**src/rtl/wb_initiator_pkg.sv**
```systemverilog
`default_nettype none
// ============================================================================
// Module      : wb_initiator_pkg
// Description : Shared types and constants for the Wishbone classic initiator.
// Revision    : 1.0 - initial release
// ============================================================================
package wb_initiator_pkg;

    localparam int WB_ADR_W = 32;
    localparam int WB_DAT_W = 32;
    localparam int WB_SEL_W = 4;

    localparam logic [WB_DAT_W-1:0] WB_ERR_DATA = 32'h0;

    typedef enum logic [1:0] {
        IDLE = 2'd0,
        BUS  = 2'd1,
        RESP = 2'd2
    } wbi_state_e;

endpackage : wb_initiator_pkg
`default_nettype wire

```
**src/rtl/wbi_timeout_ctr.sv**
```systemverilog
`default_nettype none
// ============================================================================
// Module      : wbi_timeout_ctr
// Description : Counts stb cycles without ack; flags the last permitted cycle.
// Revision    : 1.0 - initial release
// ============================================================================
module wbi_timeout_ctr #(
    parameter int TIMEOUT_CYCLES = 255,
    parameter int TO_W           = $clog2(TIMEOUT_CYCLES + 1)
) (
    input  logic clk,
    input  logic rst,
    input  logic i_clear,
    input  logic i_enable,
    output logic o_expired
);

    localparam logic [TO_W-1:0] c_last = TO_W'(TIMEOUT_CYCLES - 1);

    logic [TO_W-1:0] r_count;

    // Holds at the terminal value so an enable past expiry cannot wrap.
    always_ff @(posedge clk) begin
        if (rst || i_clear) begin
            r_count <= '0;
        end else if (i_enable && !o_expired) begin
            r_count <= r_count + 1'b1;
        end
    end

    assign o_expired = (r_count == c_last);

endmodule : wbi_timeout_ctr
`default_nettype wire

```
**src/rtl/wb_initiator.sv**
```systemverilog
`default_nettype none
// ============================================================================
// Module      : wb_initiator
// Description : Single-outstanding Wishbone B4 classic initiator with
//               valid/ready command and response streams and a bus timeout.
// Revision    : 1.0 - initial release
// ============================================================================
module wb_initiator
    import wb_initiator_pkg::*;
#(
    parameter int TIMEOUT_CYCLES = 255,
    parameter int TO_W           = $clog2(TIMEOUT_CYCLES + 1)
) (
    input  logic                wb_clk_i,
    input  logic                wb_rst_i,

    input  logic                cmd_valid,
    output logic                cmd_ready,
    input  logic                cmd_we,
    input  logic [WB_ADR_W-1:0] cmd_adr,
    input  logic [WB_DAT_W-1:0] cmd_dat,
    input  logic [WB_SEL_W-1:0] cmd_sel,

    output logic                rsp_valid,
    input  logic                rsp_ready,
    output logic [WB_DAT_W-1:0] rsp_dat,
    output logic                rsp_err,

    output logic                wbm_cyc_o,
    output logic                wbm_stb_o,
    output logic                wbm_we_o,
    output logic [WB_ADR_W-1:0] wbm_adr_o,
    output logic [WB_DAT_W-1:0] wbm_dat_o,
    output logic [WB_SEL_W-1:0] wbm_sel_o,
    input  logic [WB_DAT_W-1:0] wbm_dat_i,
    input  logic                wbm_ack_i
);

    wbi_state_e          r_state;
    wbi_state_e          w_state_nxt;

    logic                r_cyc,       w_cyc_nxt;
    logic                r_we,        w_we_nxt;
    logic [WB_ADR_W-1:0] r_adr,       w_adr_nxt;
    logic [WB_DAT_W-1:0] r_dat,       w_dat_nxt;
    logic [WB_SEL_W-1:0] r_sel,       w_sel_nxt;
    logic                r_rsp_valid, w_rsp_valid_nxt;
    logic [WB_DAT_W-1:0] r_rsp_dat,   w_rsp_dat_nxt;
    logic                r_rsp_err,   w_rsp_err_nxt;

    logic                w_accept;
    logic                w_to_enable;
    logic                w_expired;

    assign cmd_ready   = (r_state == IDLE) && !wb_rst_i;
    assign w_accept    = cmd_valid && cmd_ready;
    assign w_to_enable = (r_state == BUS) && !wbm_ack_i;

    wbi_timeout_ctr #(
        .TIMEOUT_CYCLES (TIMEOUT_CYCLES),
        .TO_W           (TO_W)
    ) u_timeout (
        .clk       (wb_clk_i),
        .rst       (wb_rst_i),
        .i_clear   (w_accept),
        .i_enable  (w_to_enable),
        .o_expired (w_expired)
    );

    always_ff @(posedge wb_clk_i) begin
        if (wb_rst_i) begin
            r_state <= IDLE;
        end else begin
            r_state <= w_state_nxt;
        end
    end

    always_comb begin
        w_state_nxt     = r_state;
        w_cyc_nxt       = r_cyc;
        w_we_nxt        = r_we;
        w_adr_nxt       = r_adr;
        w_dat_nxt       = r_dat;
        w_sel_nxt       = r_sel;
        w_rsp_valid_nxt = r_rsp_valid;
        w_rsp_dat_nxt   = r_rsp_dat;
        w_rsp_err_nxt   = r_rsp_err;

        case (r_state)
            IDLE: begin
                if (w_accept) begin
                    w_we_nxt    = cmd_we;
                    w_adr_nxt   = cmd_adr;
                    w_dat_nxt   = cmd_dat;
                    w_sel_nxt   = cmd_sel;
                    w_cyc_nxt   = 1'b1;
                    w_state_nxt = BUS;
                end
            end
            BUS: begin
                // Ack takes priority over a timeout expiring in the same cycle.
                if (wbm_ack_i) begin
                    w_rsp_dat_nxt   = r_we ? WB_ERR_DATA : wbm_dat_i;
                    w_rsp_err_nxt   = 1'b0;
                    w_rsp_valid_nxt = 1'b1;
                    w_cyc_nxt       = 1'b0;
                    w_state_nxt     = RESP;
                end else if (w_expired) begin
                    w_rsp_dat_nxt   = WB_ERR_DATA;
                    w_rsp_err_nxt   = 1'b1;
                    w_rsp_valid_nxt = 1'b1;
                    w_cyc_nxt       = 1'b0;
                    w_state_nxt     = RESP;
                end
            end
            RESP: begin
                if (rsp_ready) begin
                    w_rsp_valid_nxt = 1'b0;
                    w_state_nxt     = IDLE;
                end
            end
            default: begin
                w_cyc_nxt       = 1'b0;
                w_rsp_valid_nxt = 1'b0;
                w_state_nxt     = IDLE;
            end
        endcase
    end

    always_ff @(posedge wb_clk_i) begin
        if (wb_rst_i) begin
            r_cyc       <= 1'b0;
            r_we        <= 1'b0;
            r_adr       <= '0;
            r_dat       <= '0;
            r_sel       <= '0;
            r_rsp_valid <= 1'b0;
            r_rsp_dat   <= '0;
            r_rsp_err   <= 1'b0;
        end else begin
            r_cyc       <= w_cyc_nxt;
            r_we        <= w_we_nxt;
            r_adr       <= w_adr_nxt;
            r_dat       <= w_dat_nxt;
            r_sel       <= w_sel_nxt;
            r_rsp_valid <= w_rsp_valid_nxt;
            r_rsp_dat   <= w_rsp_dat_nxt;
            r_rsp_err   <= w_rsp_err_nxt;
        end
    end

    // cyc and stb share one register so they can never diverge.
    assign wbm_cyc_o = r_cyc;
    assign wbm_stb_o = r_cyc;
    assign wbm_we_o  = r_we;
    assign wbm_adr_o = r_adr;
    assign wbm_dat_o = r_dat;
    assign wbm_sel_o = r_sel;

    assign rsp_valid = r_rsp_valid;
    assign rsp_dat   = r_rsp_dat;
    assign rsp_err   = r_rsp_err;

endmodule : wb_initiator
`default_nettype wire

```
**config.mk**
```make
export PLATFORM = sky130hd
export DESIGN_NAME = wb_initiator
export DESIGN_NICKNAME = d
export VERILOG_FILES = /design/src/rtl/wb_initiator_pkg.sv /design/src/rtl/wbi_timeout_ctr.sv /design/src/rtl/wb_initiator.sv
export SDC_FILE = /design/constraint.sdc
export NUM_CORES = 1
export LEC_CHECK = 0
export BUFFER_PORTS_ARGS = -buffer_cell sky130_fd_sc_hd__buf_2
export CORE_MARGIN = 2
export CORE_UTILIZATION = 40
export CTS_CLUSTER_SIZE = 30
export DETAILED_ROUTE_END_ITERATION = 10
export GPL_TIMING_DRIVEN = 0
export PLACE_DENSITY = 0.71
export SKIP_CTS_REPAIR_TIMING = 1
export SLEW_MARGIN = 0
export SYNTH_ARGS = -nofsm -noshare
export SYNTH_HDL_FRONTEND = slang
export SYNTH_SLANG_ARGS = --single-unit
```
**constraint.sdc**
```tcl
create_clock -name wb_clk_i -period 2.7 [get_ports wb_clk_i]
set_clock_uncertainty 0.2 [all_clocks]
set_input_delay 0.405 -clock wb_clk_i [delete_from_list [all_inputs] [get_ports wb_clk_i]]
set_output_delay 0.405 -clock wb_clk_i [all_outputs]
set_load 0.02 [all_outputs]
```
==> flow_summary.ini <==
[status]
status = finished, violations left
violations = negative hold slack

[layout]
final_util_pct = 65.90
multi_input_area_um2 = 1877
final_cell_count_no_fill = 998
seq_area_um2 = 2282
drive_above_1_share_pct = 31.04
fillers = 845
nets = 954
area_growth_pct = 60.35

[synth]
synth_top_area_share_pct = 51.22
synth_area_leaders = dfxtp_1, nand2_1, o21ai_0
synthDistinctLibCells = 40
synth_nets = 636
synthFlopType = dfxtp_1
synthCells = 528
ys_warn_count = 0
syn_avg_cell_area_um2 = 8.438
yosys.area.top_type = dfxtp_1
syn_area_um2 = 4456
synth_commonest_cells = nand2_1, dfxtp_1, o21ai_0, a21oi_1, a311oi_1
async_flop_share_pct = 0
ys_seq_area_share_pct = 51.22
synth_seq_cells = 114
post-synth-top-count-cell = nand2_1
synth_enable_flop_cells = 0

[detailed_routing]
via_count = 5115
wl_met3_um = 1393
antenna_left = 0
vias_per_cell = 5.125
routedWlPerCell_um = 15.32
wl_met2_um = 7479
first_pass_iters = 10
highest_layer = met4
drc = 0
wl_met1_um = 6147
drtIter0Drc = 424
wl_um = 15290

[floorplan]
dieWidth_um = 109.5
start_util_pct = 41.10
die_y_um = 109.5
die_area_um2 = 12000
core-area_um2 = 10840
top_level_ports = 212
rows = 38

[timing]
maxSlewHeadroom_pct = 56.33
setup_viol = 0
post-route-min-period_ns = 2.371
max_freq_ghz = 0.4217
setup_tns_ns = 0
post-route-period-util_pct = 87.82
timing.hold.ws_ns = -0.01759
tightest_slew_ns = 0.6522
hold_violations = 12
slew_violations = 0
grt_setup_unrepaired = no

[clocking]
cts_inserted_buffers = 17
clk_pin_slew_ns = 0.06
cts_htree_levels = 4
cts-root-buf = clkbuf_8
clockBufferDepth = 2
cts_tree = yes
clock-sinks = 114
clk_latency_ns = 0.51

[placement]
placed_cells = 878
hpwlAfterDp_um = 9819
gp_congestion = 0.8042
portBuffers = 210

[job]
cap_violations = 0

[hold_path]
hold_path.class = in -> reg
hp-start = wbm_dat_i[0]

[critical_path]
r2r_start = u_timeout.r_count[0]$_SDFFE_PP0P_
cp_max_fo = 10
worst-r2r-setup-slack_ns = 0.56
worstSetupPathType = in -> out
crit_start = wb_rst_i
start_kind = input port
required_ns = 2.10
critPathCaptureType = primary output
worstPathArrival_ns = 1.77

[power_and_ir_drop]
p_per_area_nw_per_um2 = 665.2
vdd_drop_max_mv = 0.3681
p_leak_nw = 3.152
power.total_w = 0.004752

[global_routing]
first_global_vias = 4540
grt-ovfl-total = 0
grt_pass1_wl_um = 21020
grt_usage_pct = 22.28
grt_max_degree = 17
antenna_found_initial = 0
-- final timing paths --
check | end | cells after the start
max | cmd_ready | 5
min | rsp_dat[0]$_SDFFE_PP0P_ | 3
max reg2reg | rsp_dat[21]$_SDFFE_PP0P_ | 7
min reg2reg | wbm_adr_o[13]$_SDFFE_PP0P_ | 2
-- state kept, by name (all words and copies together), names as in the netlist --
signal	flops
rsp_dat	32
wbm_cyc_o	1
u_timeout.r_count	8
wbm_we_o	1
r_state	2
wbm_sel_o	4
rsp_valid	1
wbm_adr_o	32
rsp_err	1
wbm_dat_o	32
-- cells in the final DEF (no fill, tap or decap), types with 2 or more instances in the layout --
master	count
mux2i_1	4
clkbuf_1	25
clkbuf_8	6
buf_6	8
a21oi_1	35
and2_1	3
clkbuf_16	16
inv_1	2
nand3_1	5
nand2_1	174
and3_1	2
dlygate4sd3_1	89
bufinv_16	2
a211oi_1	5
buf_4	11
dfxtp_1	114
o21ai_0	72
buf_2	216
or3_1	4
nor3_1	4
clkinv_2	3
ha_1	2
a31oi_1	2
a311oi_1	32
-- power breakdown --
part / internal, W / switching (W)
Combinational: 0.000316 / 0.000428
Clock: 0.00142 / 0.000732
Sequential: 0.00179 / 0.0000623
-- layer usage --
layer / vias up / global-route usage [%]
li1: 2473 / -
met1: 2363 / 26.51
met2: 253 / 36.20
met3: 26 / 9.069
met4: 0 / 8.047
met5: - / 0
-- worst max-delay path: stages --
cell and delay, ns:
buf_2 0.23, clkbuf_1 0.46, clkbuf_1 0.41, nor3_1 0.08
buf_2 0.18
-- stage by stage --
stage / setup slack, ns / cell area (um2)
6_report: 0.3288 / 7144
4_1_cts: 0.3449 / 6251
5_1_grt: 0.2002 / 7142
2_1_floorplan: 0.6759 / 4456
3_3_place_gp: 0.3725 / 5682
3_5_place_dp: 0.3525 / 5682
-- layout make-up --
type | count | area share, %
clock buffers | 25 | 6.918
multi-input cells | 364 | 26.27
inverters | 2 | 0.1051
diodes | 1 | 0.03503
flip-flops and latches | 114 | 31.94
repair buffers | 299 | 27.18
well taps | 140 | 2.452
clock inverters | 5 | 1.051
plain buffers | 48 | 4.046
-- kinds of logic (layout without fill, tap and decap cells) --
kind of cell	count (synthesis)	after routing	synth area share, %
simple gates	204	204	19.66
buf+inv	50	379	6.656
fa+ha+maj	2	2	0.5616
compound gates	153	153	20.75
other cells	0	1	0
flops	114	114	51.22
mux	5	5	1.151
Power figures use the tool's default switching activity.
